## config.mk

```make
export PLATFORM = sky130hd
export DESIGN_NAME = demod_stage
export DESIGN_NICKNAME = d
export VERILOG_FILES = /design/src/rtl/demod_pkg.sv /design/src/rtl/demod_slicer.sv /design/src/rtl/demod_stage.sv
export SDC_FILE = /design/constraint.sdc
export NUM_CORES = 1
export LEC_CHECK = 0
export CAP_MARGIN = 5
export CELL_PAD_IN_SITES_DETAIL_PLACEMENT = 1
export CELL_PAD_IN_SITES_GLOBAL_PLACEMENT = 2
export CORE_AREA = 2 2 112 114
export CTS_CLUSTER_SIZE = 25
export DETAILED_ROUTE_END_ITERATION = 16
export DIE_AREA = 0 0 114 116
export PLACE_DENSITY = 0.83
export SLEW_MARGIN = 20
export SYNTH_ARGS = -nofsm -noshare
export SYNTH_HDL_FRONTEND = slang
export SYNTH_HIERARCHICAL = 1
export SYNTH_SLANG_ARGS = --single-unit
```

## constraint.sdc

```tcl
create_clock -name clock -period 2.1 [get_ports clock]
set_clock_uncertainty 0.05 [all_clocks]
set_input_delay 0.525 -clock clock [delete_from_list [all_inputs] [get_ports clock]]
set_output_delay 0.525 -clock clock [all_outputs]
set_load 0.02 [all_outputs]
```

## src/rtl/demod_pkg.sv

```systemverilog
// rtl/demod_pkg.sv - shared encodings, thresholds and constellation levels for demod_stage.
`ifndef CONS_SCALE_SHIFT
`define CONS_SCALE_SHIFT 10
`endif

package demod_pkg;

  typedef enum logic [1:0] {
    MOD_BPSK  = 2'd0,
    MOD_QPSK  = 2'd1,
    MOD_16QAM = 2'd2,
    MOD_64QAM = 2'd3
  } mod_t;

  typedef enum logic [0:0] {
    S_IDLE   = 1'b0,
    S_SYMBOL = 1'b1
  } state_t;

  localparam int SCALE = 1 << `CONS_SCALE_SHIFT;
  localparam int N48   = 48;
  localparam int N52   = 52;

  // Reciprocal square roots in Q20, so every level is round(k * SCALE / sqrt(d)).
  localparam longint INV_SQRT2_Q20  = 741455;
  localparam longint INV_SQRT10_Q20 = 331588;
  localparam longint INV_SQRT42_Q20 = 161799;

  function automatic logic [15:0] scale_q20(input int k, input longint inv);
    return 16'((longint'(k) * longint'(SCALE) * inv + 64'sd524288) >>> 20);
  endfunction

  localparam logic [15:0] T16    = scale_q20(2, INV_SQRT10_Q20);
  localparam logic [15:0] T64_2  = scale_q20(2, INV_SQRT42_Q20);
  localparam logic [15:0] T64_4  = scale_q20(4, INV_SQRT42_Q20);
  localparam logic [15:0] T64_6  = scale_q20(6, INV_SQRT42_Q20);

  localparam logic [15:0] L64_1  = scale_q20(1, INV_SQRT42_Q20);
  localparam logic [15:0] L64_3  = scale_q20(3, INV_SQRT42_Q20);
  localparam logic [15:0] L64_5  = scale_q20(5, INV_SQRT42_Q20);
  localparam logic [15:0] L64_7  = scale_q20(7, INV_SQRT42_Q20);
  localparam logic [15:0] L16_1  = scale_q20(1, INV_SQRT10_Q20);
  localparam logic [15:0] L16_3  = scale_q20(3, INV_SQRT10_Q20);
  localparam logic [15:0] L_QPSK = scale_q20(1, INV_SQRT2_Q20);
  localparam logic [15:0] L_BPSK = 16'(SCALE);

  // Magnitude of a two's-complement axis value; the most negative code clips to +max.
  function automatic logic [15:0] sat_abs(input logic [15:0] x);
    return x[15] ? ((x == 16'h8000) ? 16'h7fff : (~x + 16'd1)) : x;
  endfunction

endpackage

```

## src/rtl/demod_slicer.sv

```systemverilog
// rtl/demod_slicer.sv - per-axis hard slicer: magnitude and sign to up to three Gray bits.
// With DEMOD_EVM_EN it also reports the magnitude of the chosen constellation level.
module demod_slicer
  import demod_pkg::*;
(
  input  logic [15:0] mag,
  input  logic        neg,
  input  mod_t        mode,
  output logic [2:0]  bits
`ifdef DEMOD_EVM_EN
  ,
  output logic [15:0] ref_mag
`endif
);

  always_comb begin
    bits    = 3'b000;
    bits[0] = ~neg;
    case (mode)
      MOD_16QAM: bits[1] = (mag < T16);
      MOD_64QAM: begin
        bits[1] = (mag < T64_4);
        bits[2] = (mag > T64_2) && (mag < T64_6);
      end
      default: ;
    endcase
  end

`ifdef DEMOD_EVM_EN
  // Level follows the decision, so threshold ties resolve to an equidistant point.
  always_comb begin
    ref_mag = L_BPSK;
    case (mode)
      MOD_QPSK:  ref_mag = L_QPSK;
      MOD_16QAM: ref_mag = bits[1] ? L16_1 : L16_3;
      MOD_64QAM: begin
        case (bits[2:1])
          2'b01:   ref_mag = L64_1;
          2'b11:   ref_mag = L64_3;
          2'b10:   ref_mag = L64_5;
          default: ref_mag = L64_7;
        endcase
      end
      default: ;
    endcase
  end
`endif

endmodule

```

## src/rtl/demod_stage.sv

```systemverilog
// rtl/demod_stage.sv - two-stage hard-decision demapper with symbol framing.
// Define DEMOD_EVM_EN to add the per-symbol error accumulator ports evm_sum/evm_stb.
module demod_stage
  import demod_pkg::*;
(
  input  logic        clock,
  input  logic        reset,
  input  logic        enable,
  input  logic [31:0] sample_in,
  input  logic        sample_in_strobe,
  input  logic [1:0]  mod_type,
  input  logic        ht,
  output logic [5:0]  bits_out,
  output logic        bits_out_strobe,
  output logic [5:0]  carrier_idx,
  output logic        symbol_done,
  output logic        state
`ifdef DEMOD_EVM_EN
  ,
  output logic [23:0] evm_sum,
  output logic        evm_stb
`endif
);

  localparam logic [5:0] LAST48 = 6'(N48 - 1);
  localparam logic [5:0] LAST52 = 6'(N52 - 1);

  state_t     state_q, state_d;
  logic [5:0] count_q, count_d;
  mod_t       mode_q, mode_d, eff_mode;
  logic       ht_q, ht_d, eff_ht;
  logic       last_carrier;

  always_ff @(posedge clock or posedge reset) begin
    if (reset) begin
      state_q <= S_IDLE;
      count_q <= '0;
      mode_q  <= MOD_BPSK;
      ht_q    <= 1'b0;
    end else if (enable) begin
      state_q <= state_d;
      count_q <= count_d;
      mode_q  <= mode_d;
      ht_q    <= ht_d;
    end
  end

  // The first carrier of a symbol already uses the mode presented with it.
  always_comb begin
    state_d  = state_q;
    count_d  = count_q;
    mode_d   = mode_q;
    ht_d     = ht_q;
    eff_mode = mode_q;
    eff_ht   = ht_q;
    if (state_q == S_IDLE) begin
      eff_mode = mod_t'(mod_type);
      eff_ht   = ht;
    end
    last_carrier = (count_q == (eff_ht ? LAST52 : LAST48));
    if (sample_in_strobe) begin
      mode_d = eff_mode;
      ht_d   = eff_ht;
      if (last_carrier) begin
        state_d = S_IDLE;
        count_d = '0;
      end else begin
        state_d = S_SYMBOL;
        count_d = count_q + 6'd1;
      end
    end
  end

  logic        s1_valid, s1_neg_i, s1_neg_q, s1_last;
  logic [15:0] s1_mag_i, s1_mag_q;
  mod_t        s1_mode;
  logic [5:0]  s1_idx;

  always_ff @(posedge clock or posedge reset) begin
    if (reset) begin
      s1_valid <= 1'b0;
      s1_neg_i <= 1'b0;
      s1_neg_q <= 1'b0;
      s1_mag_i <= '0;
      s1_mag_q <= '0;
      s1_mode  <= MOD_BPSK;
      s1_idx   <= '0;
      s1_last  <= 1'b0;
    end else if (enable) begin
      s1_valid <= sample_in_strobe;
      if (sample_in_strobe) begin
        s1_neg_i <= sample_in[31];
        s1_neg_q <= sample_in[15];
        s1_mag_i <= sat_abs(sample_in[31:16]);
        s1_mag_q <= sat_abs(sample_in[15:0]);
        s1_mode  <= eff_mode;
        s1_idx   <= count_q;
        s1_last  <= last_carrier;
      end
    end
  end

  logic [2:0] sl_i, sl_q;
  logic [5:0] bits_d;
`ifdef DEMOD_EVM_EN
  logic [15:0] ref_i, ref_q;
`endif

  demod_slicer u_slicer_i (
    .mag     (s1_mag_i),
    .neg     (s1_neg_i),
    .mode    (s1_mode),
`ifdef DEMOD_EVM_EN
    .ref_mag (ref_i),
`endif
    .bits    (sl_i)
  );

  demod_slicer u_slicer_q (
    .mag     (s1_mag_q),
    .neg     (s1_neg_q),
    .mode    (s1_mode),
`ifdef DEMOD_EVM_EN
    .ref_mag (ref_q),
`endif
    .bits    (sl_q)
  );

  always_comb begin
    bits_d = '0;
    case (s1_mode)
      MOD_BPSK:  bits_d = {5'b0, sl_i[0]};
      MOD_QPSK:  bits_d = {4'b0, sl_q[0], sl_i[0]};
      MOD_16QAM: bits_d = {2'b0, sl_q[1:0], sl_i[1:0]};
      default:   bits_d = {sl_q, sl_i};
    endcase
  end

  logic s2_valid, s2_last;

  always_ff @(posedge clock or posedge reset) begin
    if (reset) begin
      s2_valid    <= 1'b0;
      s2_last     <= 1'b0;
      bits_out    <= '0;
      carrier_idx <= '0;
    end else if (enable) begin
      s2_valid <= s1_valid;
      if (s1_valid) begin
        s2_last     <= s1_last;
        bits_out    <= bits_d;
        carrier_idx <= s1_idx;
      end
    end
  end

  assign bits_out_strobe = enable & s2_valid;
  assign symbol_done     = enable & s2_valid & s2_last;
  assign state           = state_q;

`ifdef DEMOD_EVM_EN
  logic [15:0] ref_q_eff, err_i, err_q;
  logic [24:0] evm_next;
  logic [23:0] evm_acc;

  // Sign of the reference always matches the sample, so the distance is ||x| - level|.
  always_comb begin
    ref_q_eff = (s1_mode == MOD_BPSK) ? 16'd0 : ref_q;
    err_i     = (s1_mag_i >= ref_i) ? (s1_mag_i - ref_i) : (ref_i - s1_mag_i);
    err_q     = (s1_mag_q >= ref_q_eff) ? (s1_mag_q - ref_q_eff) : (ref_q_eff - s1_mag_q);
    evm_next  = ((s1_idx == 6'd0) ? 25'd0 : {1'b0, evm_acc}) + {9'd0, err_i} + {9'd0, err_q};
  end

  always_ff @(posedge clock or posedge reset) begin
    if (reset) begin
      evm_acc <= '0;
    end else if (enable && s1_valid) begin
      evm_acc <= evm_next[24] ? 24'hFFFFFF : evm_next[23:0];
    end
  end

  assign evm_sum = evm_acc;
  assign evm_stb = symbol_done;
`endif

endmodule
```

==> impl_results.md <==
- Initial antenna violation count: 0
- Mean post-synth cell area: approximately 9.2 um2
- Dpl cell area: approximately 4700 um2
- Grt met2 use: 29.6%
- Vias in the first global route: approximately 3600
- Leakage power: between 2 and 2.5 nW
- Buf+Inv Stages, Crit Path: 3
- Total Routed Length: ~11 mm
- Fin crit share: about 100%
- Post-synth net total: 424
- Number of synthesized flops with an enable pin: 0
- Hpwl dp: around 7.4 mm
- CP max stage cell: or3b_4
- Die ar.: ~13000 um2
- Peak supply drop: 0.462 mV
- Io pins: between 50 and 60
- Remaining DRCs: 0
- Max Freq: 478 MHz
- Netlist cell types: 46
- Total Neg Setup Slack: 0 ns
- Clock latency on the worst-skew pair: between 0.3 and 0.4 ns
- Core Box Area: between 10000 and 15000 um2
- CTS Buf Count: 9
- H-tree levels: 3
- CP required: between 2 and 2.5 ns
- Starting DRT DRC Count: between 100 and 150
- Layout area overhead: 52.7%
- Hold slack: 0.420 ns
- Share of the synthesized area in the top cell type: between 40% and 50%
- Diodes inserted: 0
- Slew @ Worst Pin: slightly above 0.6 ns
- Mapped cell area: roughly 3500 um2
- First-pass GRT wire length: 17.8 mm
- Total Routing Usage GR: ~17%
- Layout cells sized above 1: between 30% and 40%
- Via/cell ratio: just over 5
- First-pass DRT Iterations: 4
- Worst EP arrival: 2.22 ns
- Top Usage Layer GRT: met2
- Die H: approximately 120 um
- Final Hold Fails: 0
- Final setup vio count: 0
- Cell area power density: 788 nW/um2
- Reg clk slew, reported paths: approximately 0.050 ns
- Placer Congestion: 0.802
- Hold WC Path Type: reg2reg
- Total gr overflow: 0
- Synth Instances: 382
- RSZ-0062 raised after global routing: yes
- Critical path cell sequence: dlygate4sd2_1 > inv_1 > ha_2 > or3b_4 > buf_4 > o31ai_1 > xor2_1 > a21oi_1
- WL/cell: 16.4 um
- Crit end category: flop
- GR met3 Demand/Resource: under 10%
- Final instance area: between 5000 and 6000 um2
- Critical path startpoint category: input port
- Post-synthesis sequential area ratio: between 40% and 50%
- Post-synth ARST share: 100%
- Crit path max fanout: 5
- Delay-heaviest family, CP: buffers and inverters
- Worst path max stage delay: ~0.41 ns
- Die width: 114 um
- PortBufs: 53
- Status: finished clean
- Largest net degree at the start of global routing: 38
- DRT antenna net count: 0
- Pins Over Slew Limit: 0
- FP Rows: 40
- Main flop type after synthesis: dfrtp_1
- CTS tree: done
- Yosys Warn Count: 6
- DR vias: approximately 3400
- Leading area contributor after synthesis: dfrtp_1
- Max_slew headroom: 58.3%
- Max Root-Sink Buffers: 2
- Initial Util: roughly 29%
- Clock sinks: 66
- Root Buffer: clkbuf_16
- Synth area leaders: dfrtp_1 47%, nand2_1 6.0%, mux2_2 4.2%
- Minimum clock period: roughly 2.1 ns
- Nets: 556
- Grt met1 use: roughly a fifth
- Max Cap Viol: 0
- #FFs+latches synth: between 60 and 70
- WS Path Type: in2reg
-- tightest hold or removal path: cells and delay by family (launching register included) --
family / cells / cell delay (ns)
DFF: 1 / 0.34
and+or+nand+nor: 2 / 0.10
-- cell families after synthesis --
kind of cell,count (synthesis),synth area share (%)
compound gates,93,17.0
xor+xnor,19,4.74
fa+ha+maj,3,1.07
buf+inv,34,3.85
flops,66,47.1
mux,17,5.31
simple gates,150,20.9
-- cell type report --
class	instances	area, um2
clock inverters	2	35.0
fillers	1379	6550
clock buffers	13	270
inverters	15	60.1
multi-input cells	282	1910
well taps	147	184
repair buffers	140	1250
flip-flops and latches	66	1650
-- cell usage in the layout (no fill, tap or decap), types with 12 or more instances in the layout --
master and instances:
clkdlybuf4s50_1 30, o21ai_0 18, mux2_2 12, a21oi_1 23, nand2_1 56, buf_4 80
inv_1 14, xor2_1 16, dfrtp_1 66, dlymetal6s2s_1 13, nor2_1 36
-- power breakdown --
| group | leakage [nW] | internal [mW] | switching (mW) |
|---|---|---|---|
| Combinational | 1.53 | 0.514 | 0.488 |
| Sequential | 0.785 | 1.51 | 0.195 |
| Clock | 0.152 | 1.01 | 0.512 |
| Total | 2.47 | 3.03 | 1.19 |
-- metal layers --
layer,routed length [um],up-vias
li1,-,1626
met1,4810,1653
met2,5590,71
met3,302,14
met4,202,0
met5,0,-
-- per-stage QoR --
stage               utilization [%]  total power [mW]  setup slack, ns  cells
finish                         45.0              4.22          0.00826    665
CTS                            44.1              4.24          -0.0640    663
detailed placement             39.2              2.66           -0.651    624
floorplan                         -              2.19           -0.260    382
global placement               39.2              2.60           -0.583    624
global route                   45.0              4.45          -0.0750    665
-- cells in the mapped netlist (all sizes together) (5+ instances only) --
cell,number
mux2,13
or4,7
o41ai,7
inv,15
nand2b,5
o31ai,11
xor2,16
dfrtp,66
nand3,7
clkbuf,18
nor4,5
a21oi,27
a31oi,9
or3,6
nor3,5
nor2,38
nand2,56
o21ai,20
-- timing repair --
action	4_1_cts	5_1_grt
buffers inserted	24	3
setup endpoints to repair	32	31
pin swaps	11	14
hold buffers	0	0
resized for setup	36	38
-- state kept, by name, indices dropped and copies added, names as in the netlist, 2 cells and up --
signal and count:
bits_out 6, s1_mag_q 16, s1_mag_i 16, carrier_idx 6
s1_mode 2, s1_idx 6, count_q 6
-- worst paths after layout --
check                           slack, ns  cells past startpoint            to     startpoint
worst max-delay path                0.008                      8   s1_mag_i[6]  sample_in[16]
worst min-delay path                 0.42                      2     s1_idx[3]      s1_idx[3]
worst max register to register       0.27                      6   bits_out[3]    s1_mag_q[4]
worst min register to register       0.42                      2     s1_idx[3]      s1_idx[3]
max in group asynchronous            1.01                      3  s1_mag_q[14]          reset
min in group asynchronous            0.52                      2   bits_out[0]          reset
Note: power is estimated with default switching activity, not from simulation.
